### src/rtl/multicycle_control_unit_if.sv
// Interface bundling the control unit's handshake inputs and datapath control outputs.
//
// Parameters:
//   COUNT_W    width of the retired-instruction counter
//
// Signals:
//   en, opcode, mem_ready              inputs to the control unit
//   alu_op .. reg_write                datapath enables and mux selects
//   illegal_op, state_out              decode error flag and debug state
//   instr_count                        retired-instruction count (zero unless counter is built)
//
// Modports:
//   master  the control unit (drives controls, samples en/opcode/mem_ready)
//   slave   the environment (instruction register, memory, datapath)
interface multicycle_control_unit_if #(
    parameter int unsigned COUNT_W = 32
);
    logic               en;
    logic [5:0]         opcode;
    logic               mem_ready;
    logic [1:0]         alu_op;
    logic               alu_src_a;
    logic [1:0]         alu_src_b;
    logic [1:0]         pc_source;
    logic               pc_write;
    logic               pc_write_cond;
    logic               i_or_d;
    logic               mem_read;
    logic               mem_write;
    logic               ir_write;
    logic               mem_to_reg;
    logic               reg_dst;
    logic               reg_write;
    logic               illegal_op;
    logic [3:0]         state_out;
    logic [COUNT_W-1:0] instr_count;

    modport master (
        input  en, opcode, mem_ready,
        output alu_op, alu_src_a, alu_src_b, pc_source, pc_write, pc_write_cond,
               i_or_d, mem_read, mem_write, ir_write, mem_to_reg, reg_dst, reg_write,
               illegal_op, state_out, instr_count
    );

    modport slave (
        output en, opcode, mem_ready,
        input  alu_op, alu_src_a, alu_src_b, pc_source, pc_write, pc_write_cond,
               i_or_d, mem_read, mem_write, ir_write, mem_to_reg, reg_dst, reg_write,
               illegal_op, state_out, instr_count
    );
endinterface

### src/rtl/multicycle_control_unit.sv
// Main control FSM for the multicycle MIPS datapath. Walks each instruction through
// fetch/decode/execute/memory/writeback and drives every datapath enable and mux select.
// Outputs are Moore-decoded from the state, except ir_write/pc_write in FETCH which are
// gated by mem_ready.
//
// Ports:
//   clk   system clock, rising edge
//   rst   asynchronous active-high reset, forces IDLE
//   bus   multicycle_control_unit_if.master (en, opcode, mem_ready in; controls out)
//
// Build option:
//   MCCU_INSTR_COUNT_EN  when defined, builds a COUNT_W-bit retired-instruction counter
//                        on bus.instr_count; otherwise bus.instr_count is tied to zero.
module multicycle_control_unit #(
    parameter int unsigned COUNT_W = 32
) (
    input logic                        clk,
    input logic                        rst,
    multicycle_control_unit_if.master  bus
);

    typedef enum logic [3:0] {
        StIdle     = 4'd0,
        StFetch    = 4'd1,
        StDecode   = 4'd2,
        StMemAddr  = 4'd3,
        StMemRead  = 4'd4,
        StMemWb    = 4'd5,
        StMemWrite = 4'd6,
        StRExec    = 4'd7,
        StRWb      = 4'd8,
        StBranch   = 4'd9,
        StJump     = 4'd10,
        StAddiExec = 4'd11,
        StAddiWb   = 4'd12
    } state_t;

    localparam logic [5:0] OpRType = 6'b000000;
    localparam logic [5:0] OpJ     = 6'b000010;
    localparam logic [5:0] OpBeq   = 6'b000100;
    localparam logic [5:0] OpAddi  = 6'b001000;
    localparam logic [5:0] OpLw    = 6'b100011;
    localparam logic [5:0] OpSw    = 6'b101011;

    state_t state_q, state_d;
    logic   done;    // instruction finishes this cycle
    logic   retire;  // finishing instruction counts as retired

    always_ff @(posedge clk or posedge rst) begin
        if (rst) begin
            state_q <= StIdle;
        end else begin
            state_q <= state_d;
        end
    end

    always_comb begin
        state_d           = state_q;
        done              = 1'b0;
        retire            = 1'b0;
        bus.alu_op        = 2'b00;
        bus.alu_src_a     = 1'b0;
        bus.alu_src_b     = 2'b00;
        bus.pc_source     = 2'b00;
        bus.pc_write      = 1'b0;
        bus.pc_write_cond = 1'b0;
        bus.i_or_d        = 1'b0;
        bus.mem_read      = 1'b0;
        bus.mem_write     = 1'b0;
        bus.ir_write      = 1'b0;
        bus.mem_to_reg    = 1'b0;
        bus.reg_dst       = 1'b0;
        bus.reg_write     = 1'b0;
        bus.illegal_op    = 1'b0;

        case (state_q)
            StIdle: begin
                if (bus.en) begin
                    state_d = StFetch;
                end
            end
            StFetch: begin
                // PC <= PC + 4 and IR load happen together, only once memory delivers.
                bus.mem_read  = 1'b1;
                bus.alu_src_b = 2'b01;
                bus.ir_write  = bus.mem_ready;
                bus.pc_write  = bus.mem_ready;
                if (bus.mem_ready) begin
                    state_d = StDecode;
                end
            end
            StDecode: begin
                // Branch target precomputed into ALUOut while the opcode is decoded.
                bus.alu_src_b = 2'b11;
                case (bus.opcode)
                    OpLw, OpSw: state_d = StMemAddr;
                    OpRType:    state_d = StRExec;
                    OpBeq:      state_d = StBranch;
                    OpJ:        state_d = StJump;
                    OpAddi:     state_d = StAddiExec;
                    default: begin
                        bus.illegal_op = 1'b1;
                        done           = 1'b1;
                    end
                endcase
            end
            StMemAddr: begin
                bus.alu_src_a = 1'b1;
                bus.alu_src_b = 2'b10;
                state_d       = (bus.opcode == OpSw) ? StMemWrite : StMemRead;
            end
            StMemRead: begin
                bus.mem_read = 1'b1;
                bus.i_or_d   = 1'b1;
                if (bus.mem_ready) begin
                    state_d = StMemWb;
                end
            end
            StMemWb: begin
                bus.reg_write  = 1'b1;
                bus.mem_to_reg = 1'b1;
                done           = 1'b1;
                retire         = 1'b1;
            end
            StMemWrite: begin
                bus.mem_write = 1'b1;
                bus.i_or_d    = 1'b1;
                done          = bus.mem_ready;
                retire        = bus.mem_ready;
            end
            StRExec: begin
                bus.alu_src_a = 1'b1;
                bus.alu_op    = 2'b10;
                state_d       = StRWb;
            end
            StRWb: begin
                bus.reg_write = 1'b1;
                bus.reg_dst   = 1'b1;
                done          = 1'b1;
                retire        = 1'b1;
            end
            StBranch: begin
                bus.alu_src_a     = 1'b1;
                bus.alu_op        = 2'b01;
                bus.pc_write_cond = 1'b1;
                bus.pc_source     = 2'b01;
                done              = 1'b1;
                retire            = 1'b1;
            end
            StJump: begin
                bus.pc_write  = 1'b1;
                bus.pc_source = 2'b10;
                done          = 1'b1;
                retire        = 1'b1;
            end
            StAddiExec: begin
                bus.alu_src_a = 1'b1;
                bus.alu_src_b = 2'b10;
                state_d       = StAddiWb;
            end
            StAddiWb: begin
                bus.reg_write = 1'b1;
                done          = 1'b1;
                retire        = 1'b1;
            end
            // Unused codes 13..15 recover to IDLE with all controls low.
            default: state_d = StIdle;
        endcase

        // en only gates the start of the next instruction, never the current one.
        if (done) begin
            state_d = bus.en ? StFetch : StIdle;
        end
    end

    assign bus.state_out = state_q;

`ifdef MCCU_INSTR_COUNT_EN
    logic [COUNT_W-1:0] count_q;

    always_ff @(posedge clk or posedge rst) begin
        if (rst) begin
            count_q <= '0;
        end else if (retire) begin
            count_q <= count_q + COUNT_W'(1);
        end
    end

    assign bus.instr_count = count_q;
`else
    logic unused_retire;
    assign unused_retire   = retire;
    assign bus.instr_count = {COUNT_W{1'b0}};
`endif

endmodule

### src/flat_wrapper.sv
// flat-port wrapper written by rule: the top's interface ports become plain ports
module multicycle_control_unit_flat 
#(
    parameter int unsigned COUNT_W = 32
)
  (clk, rst, bus_en, bus_opcode, bus_mem_ready, bus_alu_op, bus_alu_src_a, bus_alu_src_b, bus_pc_source, bus_pc_write, bus_pc_write_cond, bus_i_or_d, bus_mem_read, bus_mem_write, bus_ir_write, bus_mem_to_reg, bus_reg_dst, bus_reg_write, bus_illegal_op, bus_state_out, bus_instr_count);
  multicycle_control_unit_if #(.COUNT_W(COUNT_W)) bus_i ();
  input logic clk;
  input logic rst;
  input wire logic [$bits(bus_i.en)-1:0] bus_en;
  input wire logic [$bits(bus_i.opcode)-1:0] bus_opcode;
  input wire logic [$bits(bus_i.mem_ready)-1:0] bus_mem_ready;
  output wire logic [$bits(bus_i.alu_op)-1:0] bus_alu_op;
  output wire logic [$bits(bus_i.alu_src_a)-1:0] bus_alu_src_a;
  output wire logic [$bits(bus_i.alu_src_b)-1:0] bus_alu_src_b;
  output wire logic [$bits(bus_i.pc_source)-1:0] bus_pc_source;
  output wire logic [$bits(bus_i.pc_write)-1:0] bus_pc_write;
  output wire logic [$bits(bus_i.pc_write_cond)-1:0] bus_pc_write_cond;
  output wire logic [$bits(bus_i.i_or_d)-1:0] bus_i_or_d;
  output wire logic [$bits(bus_i.mem_read)-1:0] bus_mem_read;
  output wire logic [$bits(bus_i.mem_write)-1:0] bus_mem_write;
  output wire logic [$bits(bus_i.ir_write)-1:0] bus_ir_write;
  output wire logic [$bits(bus_i.mem_to_reg)-1:0] bus_mem_to_reg;
  output wire logic [$bits(bus_i.reg_dst)-1:0] bus_reg_dst;
  output wire logic [$bits(bus_i.reg_write)-1:0] bus_reg_write;
  output wire logic [$bits(bus_i.illegal_op)-1:0] bus_illegal_op;
  output wire logic [$bits(bus_i.state_out)-1:0] bus_state_out;
  output wire logic [$bits(bus_i.instr_count)-1:0] bus_instr_count;
  assign bus_i.en = bus_en;
  assign bus_i.opcode = bus_opcode;
  assign bus_i.mem_ready = bus_mem_ready;
  assign bus_alu_op = bus_i.alu_op;
  assign bus_alu_src_a = bus_i.alu_src_a;
  assign bus_alu_src_b = bus_i.alu_src_b;
  assign bus_pc_source = bus_i.pc_source;
  assign bus_pc_write = bus_i.pc_write;
  assign bus_pc_write_cond = bus_i.pc_write_cond;
  assign bus_i_or_d = bus_i.i_or_d;
  assign bus_mem_read = bus_i.mem_read;
  assign bus_mem_write = bus_i.mem_write;
  assign bus_ir_write = bus_i.ir_write;
  assign bus_mem_to_reg = bus_i.mem_to_reg;
  assign bus_reg_dst = bus_i.reg_dst;
  assign bus_reg_write = bus_i.reg_write;
  assign bus_illegal_op = bus_i.illegal_op;
  assign bus_state_out = bus_i.state_out;
  assign bus_instr_count = bus_i.instr_count;
  multicycle_control_unit #(.COUNT_W(COUNT_W)) u_core (.clk(clk), .rst(rst), .bus(bus_i));
endmodule
### config.mk
export PLATFORM = sky130hd
export DESIGN_NAME = multicycle_control_unit_flat
export DESIGN_NICKNAME = d
export VERILOG_FILES = /design/src/rtl/multicycle_control_unit_if.sv /design/src/rtl/multicycle_control_unit.sv /design/src/flat_wrapper.sv
export SDC_FILE = /design/constraint.sdc
export NUM_CORES = 1
export LEC_CHECK = 0
export BUFFER_PORTS_ARGS = -buffer_cell sky130_fd_sc_hd__buf_2
export CAP_MARGIN = 20
export CORE_MARGIN = 5
export CORE_UTILIZATION = 42
export DETAILED_ROUTE_END_ITERATION = 7
export PLACE_DENSITY = 0.87
export SLEW_MARGIN = 30
export SYNTH_ARGS = -nofsm -noshare
export SYNTH_HDL_FRONTEND = slang
export SYNTH_SLANG_ARGS = --single-unit
export TNS_END_PERCENT = 30
### constraint.sdc
create_clock -name clk -period 2.3 [get_ports clk]
set_input_delay 0.23 -clock clk [delete_from_list [all_inputs] [get_ports clk]]
set_output_delay 0.23 -clock clk [all_outputs]
set_load 0.005 [all_outputs]
==> results of run 1 <==
area by class of cell:
cell class / instances / share of cell area
inverter: 4 / 0.0149
sequential: 4 / 0.0996
tap: 28 / 0.0349
timing repair buffer: 34 / 0.182
clock buffer: 3 / 0.0224
multi-input combinational: 114 / 0.646
cell usage in the layout, fill, tap and decap left out, drive strengths merged, types with 3 or more instances in the layout:
cell / n
buf: 33
or2: 3
inv: 4
nor2: 15
nand3: 3
nor3: 6
a21oi: 7
nand2: 7
conb: 32
clkbuf: 3
dfrtp: 4
o21ai: 8
nand2b: 6
layer usage:
metal	vias to the layer above	global-route usage	wire, um
li1	444	-	-
met1	381	0.159	834
met2	50	0.189	968
met3	2	0.0520	266
met4	0	0.0331	14
met5	-	0	0
path summary, 6_finish.rpt:
kind                                          from                 endpoint  depth (start not counted)  slack, ps
max                        u_core.bus.state_out[0]             bus_pc_write                          4        290
min                                         bus_en  u_core.bus.state_out[0]                          2        290
max reg2reg                u_core.bus.state_out[0]  u_core.bus.state_out[2]                          5        430
min reg2reg                u_core.bus.state_out[1]  u_core.bus.state_out[3]                          3        750
max in group asynchronous                      rst  u_core.bus.state_out[3]                          3       1730
min in group asynchronous                      rst  u_core.bus.state_out[2]                          3        420
critical path, stage by stage (launching register included):
cell      delay, ps
dfrtp_1         720
nand2b_1        290
nor3_1          290
or2_2           150
buf_2           100
power by group:
group	total [mW]	internal (mW)	switching (mW)
sequential	0.167	0.0937	0.0729
clock	0.0855	0.0582	0.0273
combinational	0.613	0.298	0.315
metrics by stage:
stage / area, um2 / setup slack [ps] / util / hold slack [ps]
3_5_place_dp: 972 / 423 / 0.444 / 111
4_1_cts: 1000 / 245 / 0.459 / 279
3_3_place_gp: 972 / 456 / 0.444 / 111
2_1_floorplan: 1060 / 646 / - / -3.92
5_1_grt: 1000 / 71.5 / 0.459 / 286
6_report: 1000 / 286 / 0.459 / 286
cell families after synthesis:
logic type	after synthesis
AND/OR/NAND/NOR	50
buffers and inverters	47
AO/OA/AOI/OAI	27
flip-flops	4
multiplexers	3
XOR/XNOR	2
other	1
timing repair:
item                                    4_1_cts  5_1_grt
hold endpoints to repair                      4        0
hold buffers                                  1        0
endpoints found under the setup margin        0        0
gates resized for setup                       0        0
==> impl_metrics.json, run 1 <==
{
  "cts_made_buffers": 3,
  "syn_to_final_growth_pct": 6.08,
  "yosys.area_share.simple": 0.304,
  "clock_latency_ps": 240,
  "grt_pass1_vias": 784,
  "p_per_area_nw_per_um2": 861,
  "final_cells": 187,
  "largest_register_ffs": 4,
  "finClkSkew_ps": 6.54,
  "io_buffers": 30,
  "diodes": 0,
  "ys.flop_type": "dfrtp_1",
  "synthTopCellsByArea": "buf_4 (28%), dfrtp_1 (11%), nor2_1 (5.9%)",
  "cts_tree": "built",
  "synth_top_family_by_area": "buffers and inverters",
  "die_width_um": 57.5,
  "multi_input_area_um2": 649,
  "fin_tns_setup_ps": 0,
  "setup_viol": 0,
  "yosysWarnings": 0,
  "placed_cells": 183,
  "grt_max_degree": 24,
  "ctsHtreeMaxLevel": 1,
  "synth-edff-count": 0,
  "synthXorXnorAreaFrac": 0.0185,
  "ys_seq_area_frac": 0.106,
  "grt_pass1_wl_um": 3350,
  "drt_iter0_markers": 13,
  "seqCellArea_um2": 100,
  "netlist_area_um2": 947,
  "start_util": 0.432,
  "wl_um": 2090,
  "max-vdd-ir-drop_mv": 0.484,
  "yosysTopAreaCellShare": 0.277,
  "layout-drive-gt1-share": 0.289,
  "antenna_left": 0,
  "vias_per_cell": 4.69,
  "p_leak_nw": 0.537,
  "critPathLaunchType": "flop",
  "synth_cell_types": 40,
  "post-cts-setup-buffers": 0,
  "holdCritPathClass": "input port to flop",
  "via_count": 877,
  "io_pins": 63,
  "dieArea_um2": 3310,
  "slew_headroom": 0.594,
  "drc": 0,
  "grtUsageTotal": 0.124,
  "synth_area_per_cell_um2": 7.07,
  "hold_viol": 0,
  "core_region_area_um2": 2190,
  "fp.dieH_um": 57.5,
  "critPathArrivalTime_ps": 1780,
  "clock-sinks": 4,
  "period_needed_ps": 2010,
  "clkSlewWorstSetupHoldPaths_ps": 30,
  "report.final.slew_viol_count": 0,
  "criticalPathCategory": "flop to primary output",
  "place_hpwl_um": 1710,
  "synth_fa_ha_area_frac": 0,
  "syn_inst": 134,
  "num-nets-final": 171,
  "ctsRootBufferMaster": "clkbuf_4",
  "worstPathMaxFanout": 23,
  "worstMarginPinSlew_ps": 610,
  "nFillCells": 241,
  "synth-compound-area-share": 0.198,
  "p_total_mw": 0.865,
  "rsz0062_at_grt": "no",
  "ys_ff_latch": 4,
  "fin_crit_sh": 0.875,
  "synth_most_common_cell": "buf_4",
  "yosys-top-cells-count": "buf_4 (35), nor2_1 (15), o21ai_0 (8)",
  "outcome": "finished clean",
  "drv_cap": 0,
  "synthMuxAreaShare": 0.0383,
  "antenna_found_initial": 0,
  "required_ps": 2070,
  "place_congestion": 0.881,
  "setup.worst_path.end_class": "primary output",
  "grt_overflow": 0,
  "wl_per_cell_um": 11.1,
  "firstDrtPassIters": 4,
  "clockBufferDepth": 2,
  "synth_top_cell_by_area": "buf_4",
  "fmax_mhz": 497,
  "async_flop_share": 1.00,
  "placementRows": 17
}
Power figures use the tool's default switching activity.
==> inputs of run 2 (changes only) <==
- MAX_ROUTING_LAYER: not set -> met4
==> run 2 against run 1 <==
Net effect: sequential power rose by 3%; count of clock-buffer cells in the layout did not move; hold slack got worse by 4.0 ps; clock power rose by 4.2%; die area did not move; via count fell by 0.34%; sequential cell count did not move; maximum frequency fell by 1.9%; first-iteration DRC count rose by 69%; core utilization did not move; critical endpoint unchanged; largest power group unchanged.
==> impl_metrics.json, run 2 (synthesized netlist as in run 1, its figures left out) <==
{
  "fin_tns_setup_ps": 0,
  "criticalPathCategory": "flop to primary output",
  "period_needed_ps": 2050,
  "core_region_area_um2": 2190,
  "fin_crit_sh": 0.892,
  "layout-drive-gt1-share": 0.289,
  "dieArea_um2": 3310,
  "ctsHtreeMaxLevel": 1,
  "nFillCells": 226,
  "rsz0062_at_grt": "no",
  "busiest_layer": "met2",
  "vias_per_cell": 4.67,
  "grt_pass1_wl_um": 3170,
  "start_util": 0.432,
  "antenna_found_initial": 0,
  "io_buffers": 30,
  "cts_tree": "built",
  "post-cts-setup-buffers": 0,
  "slew_headroom": 0.595,
  "fp.dieH_um": 57.5,
  "p_leak_nw": 0.537,
  "diodes": 0,
  "wl_per_cell_um": 11.1,
  "firstDrtPassIters": 4,
  "placed_cells": 183,
  "use_met2": 0.181,
  "grtUsageTotal": 0.122,
  "critPathArrivalTime_ps": 1820,
  "clock_latency_ps": 240,
  "use_met1": 0.158,
  "largest_register_ffs": 4,
  "critPathLaunchType": "flop",
  "required_ps": 2070,
  "layout_common_cells": "conb_1 (32), buf_2 (30), nor2_1 (15)",
  "clockBufferDepth": 2,
  "fmax_mhz": 487,
  "whs_ps": 282,
  "drt_iter0_markers": 22,
  "ctsRootBufferMaster": "clkbuf_4",
  "num-nets-final": 171,
  "place_hpwl_um": 1660,
  "syn_to_final_growth_pct": 6.08,
  "cts_made_buffers": 3,
  "wl_um": 2080,
  "outcome": "finished clean",
  "grt_pass1_vias": 739,
  "setup.worst_path.end_class": "primary output",
  "mostFrequentLayoutCell": "conb_1",
  "antenna_left": 0,
  "worstMarginPinSlew_ps": 608,
  "placementRows": 17,
  "worstPathMaxFanout": 23,
  "finClkSkew_ps": 7.41,
  "io_pins": 63,
  "grt_max_degree": 24,
  "setup_viol": 0,
  "drc": 0,
  "place_area_um2": 972,
  "die_width_um": 57.5,
  "ctsResizeCount": 0,
  "via_count": 874,
  "place_congestion": 0.907,
  "max-vdd-ir-drop_mv": 0.494,
  "hold_viol": 0,
  "holdCritPathClass": "input port to flop",
  "final_area_um2": 1000,
  "drv_cap": 0,
  "clkSlewWorstSetupHoldPaths_ps": 40,
  "grt_overflow": 0,
  "final_cells": 187,
  "grt_util_met3": 0.0339,
  "postLayoutCoreUtil": 0.459,
  "clock-sinks": 4,
  "p_per_area_nw_per_um2": 862,
  "report.final.slew_viol_count": 0
}
## run 2: cell counts in the layout (fill, tap and decap cells not counted)
Identical to the previous run, type by type.
## run 2: final cells by class
class / count / area [um2] / share of cell area
Clock buffer: 3 / 22.5 / 0.0224
Timing Repair Buffer: 34 / 183 / 0.182
Tap cell: 28 / 35.0 / 0.0349
Multi-Input combinational cell: 114 / 649 / 0.646
Sequential cell: 4 / 100 / 0.0996
Inverter: 4 / 15.0 / 0.0149
## run 2: critical path, stage by stage, from the launching register on
cell and delay (ps):
dfrtp_1 720, nand2b_1 300, nor3_1 310, or2_2 150
buf_2 100
## run 2: through the flow
stage / power (mW) / setup WS (ps)
2_1_floorplan: 0.658 / 646
3_3_place_gp: 0.766 / 459
3_5_place_dp: 0.774 / 434
4_1_cts: 0.870 / 248
5_1_grt: 0.957 / 60.3
6_report: 0.866 / 247
## run 2: report_power, final
part	switching, mW	leakage (nW)	internal, mW
sequential	0.0785	0.0523	0.0936
clock	0.0306	0.0138	0.0585
combinational	0.308	0.471	0.298
## run 2: metal layers
metal | wire, um | vias to the layer above
li1 | - | 443
met1 | 876 | 377
met2 | 926 | 51
met3 | 250 | 3
met4 | 23 | 0
met5 | 0 | -
## run 2: path summary, 6_finish.rpt
check	from	endpoint	slack [ps]	cells after the start
worst max-delay path	u_core.bus.state_out[0]	bus_pc_write	250	4
worst min register to register	u_core.bus.state_out[1]	u_core.bus.state_out[3]	820	3
worst min-delay path	bus_en	u_core.bus.state_out[0]	280	2
max in group asynchronous	rst	u_core.bus.state_out[3]	1730	3
min in group asynchronous	rst	u_core.bus.state_out[0]	410	3
worst max register to register	u_core.bus.state_out[0]	u_core.bus.state_out[1]	420	5
## run 2: what timing repair did
item                                    in CTS  in global routing
endpoints found under the setup margin       0                  0
hold buffers                                 1                  0
hold endpoints to repair                     4                  0
==> inputs of run 3 (changes only) <==
- PLACE_DENSITY: 0.87 -> not set
- PLACE_DENSITY_LB_ADDON: not set -> 0.1
==> run 3 against run 2 <==
Net effect: combinational power about the same; register-to-register slack got worse by 30 ps; global-route usage increased by 0.42 points; final cell count unchanged; maximum frequency increased by 1.0%; power increased by 0.89%; critical path type unchanged; critical endpoint unchanged.
==> impl_metrics.json, run 3 (synthesized netlist as in run 1, its figures left out) <==
{
  "outcome": "finished clean",
  "grt_max_degree": 24,
  "p_per_area_nw_per_um2": 870,
  "clkSlewWorstSetupHoldPaths_ps": 40,
  "hold_path_depth": 2,
  "fin_crit_sh": 0.883,
  "fp.dieH_um": 57.5,
  "setup.worst_path.end_class": "primary output",
  "multi_input_area_um2": 649,
  "grt_pass1_vias": 706,
  "placementRows": 17,
  "fmax_mhz": 492,
  "rrSetupSlack_ps": 390,
  "period_needed_ps": 2030,
  "grt_overflow": 0,
  "core_region_area_um2": 2190,
  "layout-drive-gt1-share": 0.289,
  "wl_um": 2210,
  "num-nets-final": 171,
  "drv_cap": 0,
  "min_to": "u_core.bus.state_out[0]",
  "drt_iter0_markers": 32,
  "critPathLaunchType": "flop",
  "rr_endpoint": "u_core.bus.state_out[2]",
  "io_pins": 63,
  "clock-sinks": 4,
  "diodes": 0,
  "required_ps": 2070,
  "cp-startpoint": "u_core.bus.state_out[0]",
  "p_leak_nw": 0.537,
  "syn_to_final_growth_pct": 6.08,
  "holdCritPathClass": "input port to flop",
  "io_buffers": 30,
  "start_util": 0.432,
  "place_hpwl_um": 1820,
  "firstDrtPassIters": 4,
  "layout_common_cells": "conb_1 (32), buf_2 (30), nor2_1 (15)",
  "largest_register_ffs": 4,
  "cts_tree": "built",
  "hold_viol": 0,
  "worstMarginPinSlew_ps": 627,
  "via_count": 886,
  "grtUsageTotal": 0.126,
  "antenna_found_initial": 0,
  "use_met1": 0.175,
  "dieArea_um2": 3310,
  "grt_pass1_wl_um": 3310,
  "antenna_left": 0,
  "rsz0062_at_grt": "no",
  "ctsHtreeMaxLevel": 1,
  "report.final.slew_viol_count": 0,
  "die_width_um": 57.5,
  "clockBufferDepth": 2,
  "fin_tns_setup_ps": 0,
  "criticalPathCategory": "flop to primary output",
  "wl_per_cell_um": 11.8,
  "critPathArrivalTime_ps": 1800,
  "use_met2": 0.181,
  "grt_util_met3": 0.0362,
  "p_total_mw": 0.874,
  "worstPathMaxFanout": 23,
  "cts_made_buffers": 3,
  "seqCellArea_um2": 100,
  "drc": 0,
  "nFillCells": 255,
  "setup_viol": 0,
  "max-vdd-ir-drop_mv": 0.486,
  "busiest_layer": "met2",
  "mostFrequentLayoutCell": "conb_1",
  "vias_per_cell": 4.74,
  "finClkSkew_ps": 4.22,
  "ctsRootBufferMaster": "clkbuf_4",
  "post-cts-setup-buffers": 0,
  "min_from": "bus_en",
  "reg2regPathDepth": 5,
  "slew_headroom": 0.582,
  "place_congestion": 0.884,
  "clock_latency_ps": 240,
  "r2r_start": "u_core.bus.state_out[0]"
}
[run 3: cell counts in the layout (fill, tap and decap cells not counted)]
No cell type changed its count.
[run 3: per-stage QoR]
stage	cells	setup slack (ps)	instance area [um2]	utilization	hold WS (ps)
after floorplan	165	646	1060	-	-3.92
after global placement	183	437	972	0.444	113
after detailed placement	183	410	972	0.444	114
after CTS	187	253	1000	0.459	278
after global routing	187	61.2	1000	0.459	289
final	187	269	1000	0.459	284
[run 3: metal layers]
layer | part of all wire | vias up
met2 | 0.46 | 42
li1 | - | 440
met3 | 0.10 | 0
met5 | 0 | -
met1 | 0.44 | 404
met4 | 0 | 0
[run 3: where the power goes]
| part | leakage [nW] | switching (mW) | internal, mW |
|---|---|---|---|
| Sequential | 0.0523 | 0.0875 | 0.0934 |
| Combinational | 0.471 | 0.308 | 0.298 |
| Clock | 0.0138 | 0.0289 | 0.0584 |
| Total | 0.537 | 0.424 | 0.450 |
[run 3: timing repair]
action / in CTS / in global routing
hold endpoints to repair: 4 / 0
resized for setup: 0 / 0
hold buffers: 1 / 0
[run 3: final cells by class]
class / instances / share of cell area
multi-input combinational: 114 / 0.646
timing repair buffer: 34 / 0.182
sequential: 4 / 0.0996
tap: 28 / 0.0349
clock buffer: 3 / 0.0224
inverter: 4 / 0.0149
[run 3: how the worst max path moves through the flow]
| stage | end | cells past startpoint |
|---|---|---|
| after floorplan | u_core.bus.state_out[2] | 6 |
| after global placement | u_core.bus.state_out[2] | 5 |
| after detailed placement | u_core.bus.state_out[2] | 5 |
| after CTS | bus_pc_write | 4 |
| after global routing | bus_pc_write | 4 |
| final | bus_pc_write | 4 |
[run 3: worst max-delay path, stage by stage (launching register included)]
cell and delay (ps):
dfrtp_1 730, nand2b_1 310, nor3_1 280, or2_2 140
buf_2 100
